==> config.mk <==
export PLATFORM = sky130hd
export DESIGN_NAME = conv_window_scheduler
export DESIGN_NICKNAME = d
export VERILOG_FILES = /design/src/rtl/cnn_sched_pkg.sv /design/src/rtl/window_origin_counter.sv /design/src/rtl/conv_window_scheduler.sv
export SDC_FILE = /design/constraint.sdc
export NUM_CORES = 1
export LEC_CHECK = 0
export ABC_AREA = 0
export CAP_MARGIN = 20
export CORE_AREA = 2 2 658 660
export DETAILED_ROUTE_END_ITERATION = 10
export DIE_AREA = 0 0 660 662
export SETUP_SLACK_MARGIN = 0.4
export SYNTH_ARGS = -nofsm -noshare
export SYNTH_HDL_FRONTEND = slang
export SYNTH_SLANG_ARGS = --single-unit
==> constraint.sdc <==
create_clock -name clk -period 7.3 [get_ports clk]
set_input_delay 1.825 -clock clk [delete_from_list [all_inputs] [get_ports clk]]
set_output_delay 1.825 -clock clk [all_outputs]
set_load 0.01 [all_outputs]
==> src/rtl/cnn_sched_pkg.sv <==
// rtl/cnn_sched_pkg.sv - shared state encoding and geometry helpers for the window scheduler
package cnn_sched_pkg;

  typedef enum logic [1:0] {
    IDLE = 2'd0,
    RUN  = 2'd1,
    DONE = 2'd2
  } sched_state_e;

  // Largest window origin that still keeps the whole kernel inside the map.
  function automatic int last_origin(input int map_dim, input int kernel, input int stride);
    return ((map_dim - kernel) / stride) * stride;
  endfunction

  function automatic int lane_lsb(input int lane, input int width);
    return lane * width;
  endfunction

endpackage

==> src/rtl/window_origin_counter.sv <==
// rtl/window_origin_counter.sv - raster-order window origin counter with stride and column wrap
module window_origin_counter
  import cnn_sched_pkg::*;
#(
  parameter int MAP_ROWS   = 25,
  parameter int MAP_COLS   = 30,
  parameter int KERNEL     = 5,
  parameter int STRIDE     = 1,
  parameter int ADDR_WIDTH = 32
) (
  input  logic                  clk,
  input  logic                  rst,
  input  logic                  load,
  input  logic                  advance,
  output logic [ADDR_WIDTH-1:0] row,
  output logic [ADDR_WIDTH-1:0] col,
  output logic                  last
);

  localparam logic [ADDR_WIDTH-1:0] LAST_ROW = ADDR_WIDTH'(last_origin(MAP_ROWS, KERNEL, STRIDE));
  localparam logic [ADDR_WIDTH-1:0] LAST_COL = ADDR_WIDTH'(last_origin(MAP_COLS, KERNEL, STRIDE));
  localparam logic [ADDR_WIDTH-1:0] STEP     = ADDR_WIDTH'(STRIDE);

  logic [ADDR_WIDTH-1:0] row_q, row_d;
  logic [ADDR_WIDTH-1:0] col_q, col_d;

  always_comb begin
    row_d = row_q;
    col_d = col_q;
    if (load) begin
      row_d = '0;
      col_d = '0;
    end else if (advance) begin
      if (col_q + STEP <= LAST_COL) begin
        col_d = col_q + STEP;
      end else begin
        col_d = '0;
        row_d = row_q + STEP;
      end
    end
  end

  always_ff @(posedge clk) begin
    if (rst) begin
      row_q <= '0;
      col_q <= '0;
    end else begin
      row_q <= row_d;
      col_q <= col_d;
    end
  end

  assign row  = row_q;
  assign col  = col_q;
  assign last = (row_q == LAST_ROW) && (col_q == LAST_COL);

endmodule

==> src/rtl/conv_window_scheduler.sv <==
// rtl/conv_window_scheduler.sv - scan FSM and tap expansion of a KERNELxKERNEL window over the map
module conv_window_scheduler
  import cnn_sched_pkg::*;
#(
  parameter int  MAP_ROWS   = 25,
  parameter int  MAP_COLS   = 30,
  parameter int  KERNEL     = 5,
  parameter int  STRIDE     = 1,
  parameter int  ADDR_WIDTH = 32,
  localparam int PORT_NUM   = KERNEL * KERNEL
) (
  input  logic                           clk,
  input  logic                           rst,
  input  logic                           start,
  input  logic                           abort,
  input  logic                           win_ready,
  output logic                           win_valid,
  output logic                           win_last,
  output logic [PORT_NUM*ADDR_WIDTH-1:0] x_bus,
  output logic [PORT_NUM*ADDR_WIDTH-1:0] y_bus,
  output logic [ADDR_WIDTH-1:0]          out_row,
  output logic [ADDR_WIDTH-1:0]          out_col,
  output logic                           busy,
  output logic                           done
);

  if (KERNEL > MAP_ROWS || KERNEL > MAP_COLS || STRIDE < 1) begin : g_bad_geometry
    $error("conv_window_scheduler: kernel larger than map or zero stride");
  end
  if (ADDR_WIDTH < 62 &&
      longint'(MAP_ROWS + KERNEL) >= (longint'(1) << ADDR_WIDTH)) begin : g_bad_width
    $error("conv_window_scheduler: coordinates do not fit ADDR_WIDTH");
  end

  sched_state_e state_q, state_d;
  logic         load, advance, last;
  logic [ADDR_WIDTH-1:0] row, col;

  window_origin_counter #(
    .MAP_ROWS   (MAP_ROWS),
    .MAP_COLS   (MAP_COLS),
    .KERNEL     (KERNEL),
    .STRIDE     (STRIDE),
    .ADDR_WIDTH (ADDR_WIDTH)
  ) u_origin (
    .clk     (clk),
    .rst     (rst),
    .load    (load),
    .advance (advance),
    .row     (row),
    .col     (col),
    .last    (last)
  );

  // abort outranks a same-cycle handshake, so the counter never advances on it.
  always_comb begin
    state_d = state_q;
    load    = 1'b0;
    advance = 1'b0;
    case (state_q)
      IDLE: begin
        if (start) begin
          state_d = RUN;
          load    = 1'b1;
        end
      end
      RUN: begin
        if (abort) begin
          state_d = IDLE;
        end else if (win_ready) begin
          if (last) state_d = DONE;
          else      advance = 1'b1;
        end
      end
      DONE:    state_d = IDLE;
      default: state_d = IDLE;
    endcase
  end

  always_ff @(posedge clk) begin
    if (rst) state_q <= IDLE;
    else     state_q <= state_d;
  end

  assign win_valid = (state_q == RUN);
  assign busy      = (state_q == RUN);
  assign done      = (state_q == DONE);
  assign win_last  = (state_q == RUN) && last;
  assign out_row   = row;
  assign out_col   = col;

  for (genvar kr = 0; kr < KERNEL; kr++) begin : g_tap_row
    for (genvar kc = 0; kc < KERNEL; kc++) begin : g_tap_col
      localparam int LSB = lane_lsb(kr * KERNEL + kc, ADDR_WIDTH);
      assign x_bus[LSB +: ADDR_WIDTH] = row + ADDR_WIDTH'(kr);
      assign y_bus[LSB +: ADDR_WIDTH] = col + ADDR_WIDTH'(kc);
    end
  end

endmodule

==> impl_metrics.tcl <==
set metrics [dict create \
    overflow 0 \
    use_met3_pct 2.122 \
    grt_max_degree 64 \
    grt_pass1_wl_um 250900 \
    crit_path_cell_trace "inv_1 > ha_1 > nand2b_1 > nor3_1 > nand2_1 > xnor2_2 > clkdlybuf4s50_1" \
    ys_seq_elements 66 \
    grtUsageMet1_pct 10.45 \
    port_buffers 1672 \
    worst_pin_slew_ns 1.118 \
    grt_use_total_pct 9.454 \
    fin_crit_sh_pct 91.56 \
    fin_worst_skew_ns 0.03119 \
    htreeDepth 3 \
    syn_area_um2 17350 \
    ys.flop_type "dfxtp_1" \
    num_vias 17430 \
    cp-end-kind "output pin" \
    cellLeakagePower_nw 10.12 \
    worstPathMaxFanout 13 \
    die_x_um 660 \
    whs_ns 0.4876 \
    grt.busiest_layer "met2" \
    crit_required_ns 5.48 \
    firstDrtPassIters 5 \
    holdCritPathClass "reg -> reg" \
    cts.sinks 66 \
    die_area_um2 436900 \
    syn_area_per_cell_um2 7.339 \
    slowest_delay_ns 0.80 \
    post_cts.repair.setup_buffers 0 \
    ir_worst_vdd_mv 0.1635 \
    initial_core_util_pct 4.038 \
    drcViolationCount 0 \
    ant_nets 0 \
    startpoint_type "flip-flop" \
    setup_viol 0 \
    cp_slowest_cell "clkdlybuf4s50_1" \
    clock_latency_ns 0.48 \
    antenna_found_initial 41 \
    status "finished clean" \
    min_period_ns 6.684 \
    synth_cell_types 51 \
    syn2layout_area_growth_pct 93.26 \
    rsz0062_at_grt "no" \
    rows 241 \
    drive_gt1_share_pct 14.53 \
    wl_per_cell_um 25.57 \
    die_h_um 662 \
    synthArstFlopShare_pct 0 \
    vias_per_cell 2.032 \
    synth_seq_area_share_pct 7.615 \
    max_cap_viol_count 0 \
    numCtsBuffers 9 \
    routed_wl_um 219300 \
    path_class "reg -> out" \
    power.density_nw_per_um2 32.63 \
    grt_pass1_vias 16150 \
    crit_arrival_ns 4.86 \
    relSlewSlack_pct 25.43 \
    gp_congestion 0.7593 \
    root_buffer "clkbuf_16" \
    synthCells 2364 \
    place_hpwl_um 193400 \
    io_pins 1673 \
    cts-hold-fix-buffers 0 \
    slew_viol_final 0 \
    yosys_warnings 0 \
    fin_nets 2852 \
    clk_pin_slew_ns 0.10 \
    cts_tree "done" \
    cts_buffer_depth 2 \
    fmax_ghz 0.1496 \
    gr-usage-met2_pct 17.70 \
    synth_edf_count 0 \
    synth_nets 2385 \
    hold_viol_final 0 \
    fin_setup_tns_ns 0 \
    coreArea_um2 429700 \
    drt_iter0_drc 1163 \
]
## worst paths after layout
path,start,cells after the start,slack [ns],end
max,u_origin.col[0],7,0.62,y_bus[436]
max reg2reg,u_origin.col[8],10,1.57,u_origin.row[12]
min,state_q[1],1,0.49,state_q[0]
min reg2reg,state_q[1],1,0.49,state_q[0]
## where the power goes
| group | switching, mW | total [mW] | internal [mW] |
|---|---|---|---|
| combinational | 0.0311 | 0.0456 | 0.0144 |
| clock | 0.308 | 0.688 | 0.380 |
| sequential | 0.00126 | 0.360 | 0.359 |
## sequential cells by signal (all words and copies together), names as in the netlist
name          cells
u_origin.row     32
state_q           2
u_origin.col     32
## critical path, delay by kind of cell (launching register included)
kind                       cells  cell delay [ns]
buffers and inverters          2             1.39
DFF                            1             0.64
xor gates and xnor gates       1             0.79
adders and majority gates      1             0.61
and+or+nand+nor                3             0.95
## cell type report
type / instances / area, um2
fillers: 50260 / 396200
repair buffers: 1899 / 18600
well taps: 5710 / 7144
multi-input cells: 836 / 5869
flip-flops and latches: 66 / 1386
clock buffers: 10 / 239.0
clock inverters: 6 / 137.6
diodes: 33 / 82.58
inverters: 19 / 71.32
## cells in the final DEF (no fill, tap or decap), drive strengths merged, types with 10 or more instances in the layout
cell | synthesis | routed
and3 | 13 | 13
nor2 | 116 | 116
o21ai | 29 | 29
nor4 | 27 | 27
nand4 | 43 | 43
clkbuf | 52 | 10
dfxtp | 66 | 66
nand2 | 119 | 119
nand3 | 36 | 36
diode | 0 | 33
xnor2 | 155 | 155
clkdlybuf4s50 | 0 | 1628
buf | 1391 | 271
or3 | 32 | 32
a21oi | 35 | 35
xor2 | 115 | 115
nor3 | 33 | 33
ha | 16 | 16
inv | 19 | 19
## routing by layer
layer,part of all wire (%),vias to the layer above
li1,-,7077
met4,3.6,2
met1,38,8800
met3,5.8,210
met5,0.0059,-
met2,53,1341
## cells by family (layout without fill, tap and decap cells)
group	count (synthesis)	in the layout	share of synthesized area, %
flops	66	66	7.615
simple gates	464	464	13.46
compound gates	85	85	2.899
buf+inv	1462	1934	61.18
other cells	0	33	0
mux	1	1	0.05769
xor+xnor	270	270	13.63
fa+ha+maj	16	16	1.154
## synthesized netlist by cell type (3+ instances only)
| cell type | n | area [um2] |
|---|---|---|
| a21oi_1 | 35 | 175.2 |
| a31oi_1 | 3 | 18.77 |
| and2_1 | 7 | 43.79 |
| and3_1 | 13 | 81.33 |
| and4_1 | 4 | 35.03 |
| buf_1 | 18 | 67.56 |
| buf_2 | 14 | 70.07 |
| buf_4 | 1357 | 10190 |
| clkbuf_1 | 51 | 191.4 |
| dfxtp_1 | 66 | 1321 |
| ha_1 | 16 | 200.2 |
| inv_1 | 19 | 71.32 |
| nand2_1 | 119 | 446.7 |
| nand2b_1 | 8 | 50.05 |
| nand3_1 | 36 | 180.2 |
| nand4_1 | 40 | 250.2 |
| nand4_2 | 3 | 37.54 |
| nor2_1 | 116 | 435.4 |
| nor3_1 | 31 | 155.2 |
| nor3b_1 | 3 | 22.52 |
| nor4_1 | 23 | 143.9 |
| nor4_2 | 3 | 37.54 |
| nor4bb_1 | 3 | 30.03 |
| o21ai_0 | 22 | 110.1 |
| o21ai_1 | 7 | 35.03 |
| o31ai_1 | 4 | 30.03 |
| or2_2 | 8 | 50.05 |
| or3_1 | 32 | 200.2 |
| or4_1 | 4 | 30.03 |
| xnor2_1 | 155 | 1358 |
| xor2_1 | 115 | 1007 |
## timing repair
action / CTS / global route
endpoints found under the setup margin: 11 / 5
pin swaps: 0 / 1
resized for setup: 2 / 0
## stage by stage
step / total power [mW] / std cells / util, % / cell area [um2] / setup WS [ns]
after floorplan: 0.3907 / 2364 / - / 17350 / 2.306
after global placement: 0.4161 / 8518 / 7.663 / 32930 / 0.8850
after detailed placement: 0.4162 / 8529 / 7.691 / 33050 / 0.8948
after CTS: 1.147 / 8545 / 7.783 / 33440 / 0.5226
after global routing: 1.139 / 8548 / 7.786 / 33450 / 0.4954
final: 1.094 / 8579 / 7.804 / 33530 / 0.6165
No activity file was read; power rests on OpenSTA's default activity.
